**src/rtl/if_fetch.sv**
```systemverilog
// if_fetch: instruction-fetch stage owning the PC, the ROM request and a small queue toward decode.
// Build option IF_SKIDBUF_EN selects a two-entry skid queue; otherwise a single output register is used.
module if_fetch #(
    parameter logic [31:0] RESET_PC = 32'h0000_0000
) (
    input  logic        clk,
    input  logic        rst,
    output logic        rom_ce,
    output logic [31:0] rom_addr,
    input  logic [31:0] rom_inst,
    input  logic        br_flag,
    input  logic [31:0] br_target,
    output logic        addr_err,
    output logic        id_valid,
    input  logic        id_ready,
    output logic [31:0] id_inst,
    output logic [31:0] id_pc
);

    logic        rom_ce_r;
    logic [31:0] pc_r;
    logic [31:0] pc_nxt_s;
    logic        addr_err_r;
    logic        addr_err_nxt_s;
    logic        valid_r;
    logic        valid_nxt_s;
    logic [31:0] head_inst_r;
    logic [31:0] head_inst_nxt_s;
    logic [31:0] head_pc_r;
    logic [31:0] head_pc_nxt_s;
    logic        slot_free_s;
    logic        fe_s;
    logic        push_s;
    logic        pop_s;

`ifdef IF_SKIDBUF_EN
    logic [1:0]  count_r;
    logic [1:0]  count_nxt_s;
    logic [31:0] tail_inst_r;
    logic [31:0] tail_inst_nxt_s;
    logic [31:0] tail_pc_r;
    logic [31:0] tail_pc_nxt_s;

    // Occupancy comes from registers only, so id_ready never reaches the pc enable.
    assign slot_free_s = (count_r != 2'd2);
`else
    assign slot_free_s = !valid_r || id_ready;
`endif

    assign fe_s   = rom_ce_r && slot_free_s;
    assign push_s = fe_s && !br_flag;
    assign pop_s  = valid_r && id_ready;

    // Next pc and misalignment flag; a redirect overrides sequential fetch.
    always_comb begin
        pc_nxt_s       = pc_r;
        addr_err_nxt_s = 1'b0;
        if (br_flag) begin
            pc_nxt_s       = {br_target[31:2], 2'b00};
            addr_err_nxt_s = (br_target[1:0] != 2'b00);
        end else if (push_s) begin
            pc_nxt_s = pc_r + 32'd4;
        end else begin
            pc_nxt_s = pc_r;
        end
    end

`ifdef IF_SKIDBUF_EN
    // Two-entry queue update: flush on redirect, otherwise push/pop with head-first fill.
    always_comb begin
        count_nxt_s     = count_r;
        head_inst_nxt_s = head_inst_r;
        head_pc_nxt_s   = head_pc_r;
        tail_inst_nxt_s = tail_inst_r;
        tail_pc_nxt_s   = tail_pc_r;
        if (br_flag) begin
            count_nxt_s = 2'd0;
        end else begin
            case ({push_s, pop_s})
                2'b11: begin
                    // Push needs a free slot and pop needs an entry, so exactly one is held.
                    head_inst_nxt_s = rom_inst;
                    head_pc_nxt_s   = pc_r;
                end
                2'b10: begin
                    if (count_r == 2'd0) begin
                        head_inst_nxt_s = rom_inst;
                        head_pc_nxt_s   = pc_r;
                    end else begin
                        tail_inst_nxt_s = rom_inst;
                        tail_pc_nxt_s   = pc_r;
                    end
                    count_nxt_s = count_r + 2'd1;
                end
                2'b01: begin
                    head_inst_nxt_s = tail_inst_r;
                    head_pc_nxt_s   = tail_pc_r;
                    count_nxt_s     = count_r - 2'd1;
                end
                default: begin
                    count_nxt_s = count_r;
                end
            endcase
        end
        valid_nxt_s = (count_nxt_s != 2'd0);
    end

    // Skid-entry and occupancy registers.
    always_ff @(posedge clk or negedge rst) begin
        if (!rst) begin
            count_r     <= 2'd0;
            tail_inst_r <= 32'd0;
            tail_pc_r   <= 32'd0;
        end else begin
            count_r     <= count_nxt_s;
            tail_inst_r <= tail_inst_nxt_s;
            tail_pc_r   <= tail_pc_nxt_s;
        end
    end
`else
    // Single output register: load on fetch, drop on consume or redirect.
    always_comb begin
        valid_nxt_s     = valid_r;
        head_inst_nxt_s = head_inst_r;
        head_pc_nxt_s   = head_pc_r;
        if (br_flag) begin
            valid_nxt_s = 1'b0;
        end else if (push_s) begin
            valid_nxt_s     = 1'b1;
            head_inst_nxt_s = rom_inst;
            head_pc_nxt_s   = pc_r;
        end else if (pop_s) begin
            valid_nxt_s = 1'b0;
        end else begin
            valid_nxt_s = valid_r;
        end
    end
`endif

    // Core fetch state: pc, ROM enable, error pulse and the head presented to decode.
    always_ff @(posedge clk or negedge rst) begin
        if (!rst) begin
            rom_ce_r    <= 1'b0;
            pc_r        <= RESET_PC;
            addr_err_r  <= 1'b0;
            valid_r     <= 1'b0;
            head_inst_r <= 32'd0;
            head_pc_r   <= 32'd0;
        end else begin
            rom_ce_r    <= 1'b1;
            pc_r        <= pc_nxt_s;
            addr_err_r  <= addr_err_nxt_s;
            valid_r     <= valid_nxt_s;
            head_inst_r <= head_inst_nxt_s;
            head_pc_r   <= head_pc_nxt_s;
        end
    end

    assign rom_ce   = rom_ce_r;
    assign rom_addr = pc_r;
    assign addr_err = addr_err_r;
    assign id_valid = valid_r;
    assign id_inst  = head_inst_r;
    assign id_pc    = head_pc_r;

endmodule

```
**config.mk**
```make
export PLATFORM = sky130hd
export DESIGN_NAME = if_fetch
export DESIGN_NICKNAME = d
export VERILOG_FILES = /design/src/rtl/if_fetch.sv
export SDC_FILE = /design/constraint.sdc
export NUM_CORES = 1
export LEC_CHECK = 0
export BUFFER_PORTS_ARGS = -buffer_cell sky130_fd_sc_hd__buf_2
export CAP_MARGIN = 20
export CORE_MARGIN = 5
export CORE_UTILIZATION = 44
export CTS_BUF_LIST = sky130_fd_sc_hd__clkbuf_8 sky130_fd_sc_hd__clkbuf_16
export DETAILED_ROUTE_END_ITERATION = 8
export HOLD_SLACK_MARGIN = 0.08
export PLACE_DENSITY = 0.85
export SYNTH_ARGS = -nofsm -noshare
export SYNTH_HDL_FRONTEND = slang
export SYNTH_SLANG_ARGS = --single-unit
```
**constraint.sdc**
```tcl
create_clock -name clk -period 2.2 [get_ports clk]
set_clock_uncertainty 0.1 [all_clocks]
set_input_delay 0.22 -clock clk [delete_from_list [all_inputs] [get_ports clk]]
set_output_delay 0.22 -clock clk [all_outputs]
set_load 0.005 [all_outputs]
```
==> results of run 1 <==
[area by class of cell]
class                           count  area (um^2)
Sequential cell                    95         2380
Clock inverter                      4         45.0
Timing Repair Buffer              260         1750
Clock buffer                       12          165
Tap cell                          133          166
Inverter                            3         11.3
Multi-Input combinational cell    262         1920
Fill cell                         740         3340
[Yosys cell counts, types with 7 or more instances]
cell / count / area [um^2]
mux2_2: 63 / 709
nor2b_1: 8 / 50.1
o21ai_0: 9 / 45.0
dfrtp_1: 95 / 2380
nand2_1: 25 / 93.8
clkbuf_1: 23 / 86.3
or4_1: 7 / 52.6
nand3_1: 27 / 135
o31ai_1: 12 / 90.1
nor3_1: 7 / 35.0
nand4_1: 19 / 119
a31oi_1: 8 / 50.1
nor2_1: 19 / 71.3
o311ai_0: 11 / 96.3
[repair_timing]
action                                 4_1_cts  5_1_grt
hold buffers                                65        0
gates resized for setup                      0        3
endpoints found under the hold margin      107        0
setup endpoints to repair                    0        2
[kinds of logic after synthesis]
kind of cell | Yosys count | share of synthesized area
AO/OA/AOI/OAI | 51 | 0.0824
XOR/XNOR | 6 | 0.0119
adder cells (fa/ha/maj) | 1 | 0.00284
buffers and inverters | 31 | 0.0301
flip-flops | 95 | 0.540
multiplexers | 64 | 0.163
other | 2 | 0.00171
AND/OR/NAND/NOR | 135 | 0.167
[metrics by stage]
step | setup WS, ps | instance area [um^2] | utilization | total power (W) | instances
2_1_floorplan | 45.2 | 4410 | - | 0.00270 | 388
3_3_place_gp | 178 | 5560 | 0.569 | 0.00325 | 688
3_5_place_dp | 79.8 | 5560 | 0.569 | 0.00330 | 688
4_1_cts | 53.5 | 6420 | 0.657 | 0.00460 | 769
5_1_grt | 11.7 | 6430 | 0.658 | 0.00483 | 769
6_report | 89.0 | 6430 | 0.658 | 0.00459 | 769
[critical path: cells and delay by family, from the launching register on]
family          cells  cell delay [ps]
fa+ha+maj           1              190
compound gates      1              190
flops               1              380
buf+inv             1              170
simple gates        3              990
[state kept, by name (all words and copies together) (netlist names)]
register  count
id_inst      32
id_pc        30
rom_addr     30
addr_err      1
id_valid      1
rom_ce        1
[power groups by stage]
stage	sequential [W]	clock, W	combinational [W]
after floorplan	0.00228	0	0.000423
after global placement	0.00222	0	0.00103
after detailed placement	0.00224	0	0.00106
after CTS	0.00221	0.00125	0.00115
after global routing	0.00225	0.00132	0.00127
final	0.00221	0.00122	0.00116
[final timing paths]
check,from,to,slack (ps),depth (start not counted)
hold reg to reg,id_pc[11]$_DFFE_PN0P_,id_pc[11]$_DFFE_PN0P_,410,1
max in group asynchronous,rst,rom_addr[12]$_DFFE_PN0P_,1010,3
setup reg to reg,rom_addr[3]$_DFFE_PN0P_,rom_addr[14]$_DFFE_PN0P_,90,6
hold / removal,br_flag,rom_addr[6]$_DFFE_PN0P_,110,3
min in group asynchronous,rst,id_pc[18]$_DFFE_PN0P_,290,2
setup / recovery,rom_addr[3]$_DFFE_PN0P_,rom_addr[14]$_DFFE_PN0P_,90,6
[routing by layer]
layer,vias to the layer above,GRT usage,wire (um)
met5,-,0,0
met2,199,0.389,6880
met4,0,0.0775,240
met1,2007,0.290,5560
met3,28,0.0542,983
li1,1914,-,-
==> results_dict.tcl, run 1 <==
set metrics [dict create \
    outcome "finished, final reports clean" \
    maxSlewHeadroom 0.544 \
    p_leak_nw 2.88 \
    antenna_cells 0 \
    tightest_slew_ps 680 \
    end_kind "flip-flop" \
    cts_max_level 3 \
    period_share 0.960 \
    num-nets-final 700 \
    wire_per_inst_um 17.8 \
    fp.dieH_um 110 \
    critical_path_arrival_ps 2280 \
    finalHoldViolCount 0 \
    core_area_mm2 0.00977 \
    final_common_cell "buf_2" \
    numPortBuffers 162 \
    synth-edff-count 0 \
    drive_above_1_share 0.443 \
    clockBufferDepth 2 \
    path_clk_slew_ps 90 \
    yosysWarningCount 0 \
    antenna_found_initial 0 \
    tritoncts "built" \
    p_sw_w 0.00131 \
    clock_sinks 95 \
    worstPathMaxFanout 7 \
    drt_iter0_drc 284 \
    drt-vias-per-instance 5.39 \
    fmax_mhz 474 \
    slew_viol_final 0 \
    io_pins 167 \
    synth_area_mm2 0.00440 \
    synth_seq_cells 95 \
    cts_setup_buffers 0 \
    min_path_type "input pin to flip-flop" \
    start_kind "flip-flop" \
    yosysUniqueCellTypes 40 \
    worst-setup-path-type "flip-flop to flip-flop" \
    final_cell_mix "buf_2 (161), dfrtp_1 (95), dlygate4sd3_1 (65)" \
    whs_ps 108 \
    drc_errors 0 \
    grt_max_degree 52 \
    synth.avg_cell_area_um2 11.4 \
    routed-via-count 4148 \
    async_reset_ff_frac 1.00 \
    drv_cap 0 \
    clockPowerShare 0.266 \
    worstPathRequired_ps 2370 \
    place_congestion 0.858 \
    layout_min_cycle_time_ps 2110 \
    grt_pass1_wl_um 21600 \
    ant_nets 0 \
    rsz0062_at_grt "false" \
    p_per_area_mw_per_mm2 713 \
    dieArea_mm2 0.0121 \
    first_pass_iters 5 \
    cpPeakStageDelay_ps 430 \
    seq_area_frac_synth 0.540 \
    die_x_um 110 \
    rows 36 \
    wirelength_um 13700 \
    numCtsBuffers 9 \
    p_int_w 0.00328 \
    comb_power_share 0.252 \
    path_cells "ha_1 -> nand3_1 -> buf_4 -> or3_1 -> or4_1 -> a31oi_1" \
    cts-root-buf "clkbuf_8" \
    vdd_drop_max_mv 0.398 \
    syn_to_final_growth_pct 46.2 \
    tns_ps 0 \
    switching_share 0.285 \
    insertion_delay_ps 360 \
    track_usage 0.230 \
    cpMaxStageDelayCell "or3_1" \
    synthCells 385 \
    dpl.hpwl_um 9190 \
    ys.flop_type "dfrtp_1" \
    seqPwrFrac 0.482 \
    start_util 0.450 \
    grt_pass1_vias 4296 \
    setup_viol 0 \
    gr-total-overflow 0 \
]
Note: power is estimated with default switching activity, not from simulation.
==> run 2: changes to the inputs <==
- ABC_AREA: default -> 1
- CORE_UTILIZATION: 44 -> 45
- PLACE_DENSITY: 0.85 -> 0.86
==> results_dict.tcl, run 2 <==
set metrics [dict create \
    io_pins 167 \
    wire_per_inst_um 14.2 \
    rsz0062_at_grt "false" \
    crit_start "id_ready" \
    synth_top_area_share 0.516 \
    yosysUniqueCellTypes 27 \
    critical_path_arrival_ps 2030 \
    numPortBuffers 162 \
    die_x_um 111 \
    largest_reg_flops 32 \
    slew_viol_final 0 \
    ant_nets 0 \
    insertion_delay_ps 360 \
    dpl.hpwl_um 9330 \
    start_kind "input pin" \
    tns_ps 0 \
    drc_errors 0 \
    synth_area_leader_cell "dfrtp_1" \
    netlist_top_cells_area "dfrtp_1 (52%), nand2_1 (19%), o21ai_0 (4.6%)" \
    final_cell_mix "nand2_1 (227), buf_2 (161), dfrtp_1 (95)" \
    layout_min_cycle_time_ps 1840 \
    crit_path_end "id_inst[28]$_DFFE_PN0P_" \
    synthCells 589 \
    num-nets-final 876 \
    dieArea_mm2 0.0124 \
    wirelength_um 13500 \
    async_reset_ff_frac 1.00 \
    cts_max_level 3 \
    start_util 0.455 \
    reg2reg_to "rom_addr[28]$_DFFE_PN0P_" \
    numCtsBuffers 9 \
    postLayoutCoreUtil 0.633 \
    final_cell_area_mm2 0.00642 \
    vdd_drop_max_mv 0.355 \
    final_common_cell "nand2_1" \
    synth_seq_cells 95 \
    dp.cells 871 \
    tightest_slew_ps 614 \
    place_congestion 0.885 \
    min_path_type "input pin to flip-flop" \
    path_clk_slew_ps 90 \
    clock_sinks 95 \
    placed_area_mm2 0.00558 \
    routed-via-count 4715 \
    cts-root-buf "clkbuf_8" \
    reg2reg_from "rom_addr[3]$_DFFE_PN0P_" \
    yosysWarningCount 0 \
    tritoncts "built" \
    synth_area_mm2 0.00461 \
    synth-edff-count 0 \
    setup_viol 0 \
    period_share 0.834 \
    core_area_mm2 0.0101 \
    cts_resized 0 \
    grt_pass1_vias 4702 \
    end_kind "flip-flop" \
    drive_above_1_share 0.249 \
    clockBufferDepth 2 \
    ys.flop_type "dfrtp_1" \
    antenna_cells 0 \
    worst-setup-path-type "input pin to flip-flop" \
    drv_cap 0 \
    drt_iter0_drc 352 \
    rows 37 \
    p_per_area_mw_per_mm2 695 \
    whs_ps 89.5 \
    finalHoldViolCount 0 \
    stdcell_count 948 \
    fp.dieH_um 111 \
    maxSlewHeadroom 0.590 \
    worstPathMaxFanout 36 \
    gr-total-overflow 0 \
    rrSetupSlack_ps 380 \
    cts_setup_buffers 0 \
    synth_common_cells "nand2_1 (228), dfrtp_1 (95), inv_1 (47), nor2_1 (44), o21ai_0 (42)" \
    grt_pass1_wl_um 23000 \
    synth.avg_cell_area_um2 7.83 \
    drt-vias-per-instance 4.97 \
    seq_area_frac_synth 0.516 \
    track_usage 0.223 \
    grt_max_degree 58 \
    nFillCells 840 \
    p_leak_nw 3.30 \
    antenna_found_initial 0 \
    yosysMostFrequentCell "nand2_1" \
    outcome "finished, final reports clean" \
    fmax_mhz 545 \
    first_pass_iters 5 \
    worstPathRequired_ps 2390 \
    syn_to_final_growth_pct 39.2 \
    rr_worst_depth 8 \
]
## run 2: final cells by class
type | instances | area [um^2] | share of cell area
flip-flops and latches | 95 | 2380 | 0.370
repair buffers | 231 | 1520 | 0.237
inverters | 49 | 184 | 0.0287
multi-input cells | 421 | 1930 | 0.301
well taps | 136 | 170 | 0.0265
clock inverters | 6 | 92.6 | 0.0144
clock buffers | 10 | 138 | 0.0214
## run 2: cell families after synthesis
logic type                 count (synthesis)  share of synthesized area
other                                      2                    0.00163
AOI/OAI and AO/OA                         65                     0.0790
xor gates and xnor gates                   2                    0.00380
buffers and inverters                     76                     0.0698
and+or+nand+nor                          348                      0.327
DFF                                       95                      0.516
adders and majority gates                  1                    0.00271
## run 2: repair_timing
| action | 4_1_cts | 5_1_grt |
|---|---|---|
| hold buffers | 61 | 0 |
| hold endpoints to repair | 100 | 0 |
| endpoints found under the setup margin | 0 | 0 |
## run 2: worst max-delay path, cell delays in order
cell and delay (ps):
dlygate4sd3_1 520, buf_2 100, inv_1 40, nand2_1 70
nand2_1 130, nor2_4 510, buf_12 270, nand2_1 80
nand2_1 70
## run 2: power breakdown
| group | internal [W] | total (W) | switching (W) |
|---|---|---|---|
| sequential | 0.00199 | 0.00219 | 0.000196 |
| clock | 0.000677 | 0.00130 | 0.000624 |
| combinational | 0.000454 | 0.000968 | 0.000514 |
| total | 0.00313 | 0.00446 | 0.00133 |
## run 2: worst min path at each step
stage / slack (ps) / depth (start not counted) / end / from
after global placement: 140 / 1 / id_pc[24]$_DFFE_PN0P_ / rst
after CTS: 80 / 5 / rom_addr[30]$_DFFE_PN0P_ / br_target[30]
final: 90 / 5 / rom_addr[30]$_DFFE_PN0P_ / br_target[30]
after global routing: 110 / 5 / rom_addr[30]$_DFFE_PN0P_ / br_target[30]
after floorplan: -180 / 0 / addr_err$_DFF_PN0_ / rst
after detailed placement: 150 / 1 / id_pc[24]$_DFFE_PN0P_ / rst
## run 2: stage by stage
step	worst slack [ps]	power, W
after floorplan	691	0.00261
after global placement	434	0.00308
after detailed placement	400	0.00310
after CTS	369	0.00449
after global routing	211	0.00473
final	364	0.00446
## run 2: per-layer routing
layer	global-route usage	vias to the layer above	wire length (um)
li1	-	2304	-
met4	0.0714	0	270
met2	0.372	188	6450
met1	0.294	2195	5910
met5	0	-	0
met3	0.0420	28	846
==> run 3: changes to the inputs <==
- ABC_AREA: 1 -> 0
- CORE_UTILIZATION: 45 -> 44
- PLACE_DENSITY: 0.86 -> 0.85
- clock period: 2.2 -> 1.6 ns (I/O delays scaled with it)
==> results_dict.tcl, run 3 (synthesis gave the netlist of run 1 again) <==
set metrics [dict create \
    nFillCells 552 \
    setup_ws_ps -413 \
    ant_nets 0 \
    routed-via-count 4713 \
    cts-root-buf "clkbuf_8" \
    grt_pass1_vias 4730 \
    drc_errors 0 \
    maxSlewHeadroom 0.647 \
    pre_cts_ws_ps -403 \
    min_path_type "input pin to flip-flop" \
    largest_reg_flops 32 \
    start_kind "flip-flop" \
    dieArea_mm2 0.0121 \
    grt_max_degree 96 \
    seqPwrFrac 0.434 \
    setup_viol 84 \
    switching_share 0.299 \
    clockBufferDepth 2 \
    wirelength_um 17600 \
    fp.dieH_um 110 \
    gr-total-overflow 0 \
    syn_to_final_growth_pct 75.6 \
    placed_area_mm2 0.00579 \
    critical_path_arrival_ps 2220 \
    crit_path_frequent_cell "or4_4" \
    start_util 0.450 \
    clockPowerShare 0.251 \
    failed_checks "setup timing" \
    final_cell_area_mm2 0.00773 \
    grt_pass1_wl_um 23600 \
    numCtsBuffers 9 \
    worst-setup-path-type "flip-flop to flip-flop" \
    p_int_w 0.00495 \
    layout_min_cycle_time_ps 2010 \
    tritoncts "built" \
    p_leak_nw 3.56 \
    num-nets-final 757 \
    drv_cap 0 \
    outcome "finished with violations" \
    io_pins 167 \
    dp.cells 713 \
    p_sw_w 0.00211 \
    cpMaxStageDelayCell "or4_4" \
    cts_max_level 3 \
    worstPathRequired_ps 1800 \
    vdd_drop_max_mv 0.580 \
    dpl.hpwl_um 9240 \
    wire_per_inst_um 21.3 \
    numPortBuffers 162 \
    worstPathMaxFanout 5 \
    rows 36 \
    fmax_mhz 497 \
    cpPeakStageDelay_ps 550 \
    core_area_mm2 0.00977 \
    first_pass_iters 7 \
    stdcell_count 826 \
    path_clk_slew_ps 100 \
    rsz0062_at_grt "true" \
    comb_power_share 0.315 \
    track_usage 0.253 \
    path_delay_family "simple AND/OR/NAND/NOR gates" \
    insertion_delay_ps 380 \
    slew_viol_final 0 \
    die_x_um 110 \
    period_share 1.26 \
    finalHoldViolCount 0 \
    drt_iter0_drc 352 \
    p_per_area_mw_per_mm2 913 \
    final_cell_mix "buf_2 (161), dfrtp_1 (91), dlygate4sd3_1 (65)" \
    drive_above_1_share 0.548 \
    path_cells "nand4_1 -> or4_4 -> or4_4 -> a31oi_1" \
    end_kind "flip-flop" \
    tightest_slew_ps 529 \
    antenna_cells 0 \
    antenna_found_initial 0 \
    drt-vias-per-instance 5.71 \
    final_common_cell "buf_2" \
    path_buf_inv 0 \
    clock_sinks 95 \
    place_congestion 0.885 \
]
-- run 3: cell count changes in the layout (fill, tap and decap cells not counted), moves of 7 or more --
cell / previous run / this run
o21ai_0: 42 / 8
nor2b_1: 0 / 7
nand3_1: 38 / 23
inv_1: 47 / 4
o211ai_1: 9 / 0
buf_4: 6 / 57
nand2_1: 227 / 22
buf_6: 0 / 15
mux2_4: 0 / 62
nand3b_1: 11 / 0
a31oi_1: 1 / 8
nand4_1: 7 / 19
nor2_1: 44 / 17
-- run 3: area by class of cell --
class / instances / area, um^2 / share of cell area
inverters: 3 / 11.3 / 0.00146
repair buffers: 317 / 2460 / 0.318
clock inverters: 7 / 88.8 / 0.0115
flip-flops and latches: 95 / 2380 / 0.308
well taps: 133 / 166 / 0.0215
multi-input cells: 262 / 2500 / 0.323
clock buffers: 9 / 124 / 0.0160
-- run 3: final timing paths --
kind / start / endpoint / slack, ps / depth (start not counted)
worst max-delay path: rom_addr[12]$_DFFE_PN0P_ / rom_addr[28]$_DFFE_PN0P_ / -410 / 4
worst min-delay path: id_ready / id_valid$_DFFE_PN0P_ / 150 / 5
worst max register to register: rom_addr[12]$_DFFE_PN0P_ / rom_addr[28]$_DFFE_PN0P_ / -410 / 4
worst min register to register: id_pc[5]$_DFFE_PN0P_ / id_pc[5]$_DFFE_PN0P_ / 410 / 1
max in group asynchronous: rst / rom_addr[8]$_DFFE_PN0P_ / 680 / 3
min in group asynchronous: rst / rom_addr[18]$_DFFE_PN0P_ / 250 / 3
-- run 3: timing repair --
| item | CTS | global route |
|---|---|---|
| setup endpoints to repair | 84 | 88 |
| pin swaps | 26 | 28 |
| resized for setup | 94 | 60 |
| hold endpoints to repair | 158 | 0 |
| buffers inserted | 16 | 15 |
| hold buffers | 65 | 0 |
| cloned | 6 | 5 |
-- run 3: metal layers --
layer  vias up  track usage  part of all wire
met4         0        0.106             0.039
met3        78       0.0600             0.090
met1      2296        0.302              0.36
li1       2031            -                 -
met5         -            0                 0
met2       308        0.438              0.51
-- run 3: stage by stage --
stage                     total power [W]  hold slack [ps]  setup TNS [ps]  utilization
after floorplan                   0.00374             -236           -2480            -
after global placement            0.00453              141           -9580        0.592
after CTS                         0.00674              151           -5410        0.747
after global routing              0.00737              141          -15210        0.791
after detailed placement          0.00461              156          -12380        0.592
final                             0.00706              146          -10890        0.791
-- run 3: power groups by stage --
stage | clock [W] | sequential (W) | combinational, W
finish | 0.00177 | 0.00306 | 0.00222
global route | 0.00190 | 0.00311 | 0.00237
CTS | 0.00175 | 0.00303 | 0.00197
detailed placement | 0 | 0.00306 | 0.00155
global placement | 0 | 0.00303 | 0.00150
floorplan | 0 | 0.00313 | 0.000605
-- run 3: worst min-delay path, delay by kind of cell --
family                 cells  cell delay, ps
AND/OR/NAND/NOR            3             170
buffers and inverters      2             250
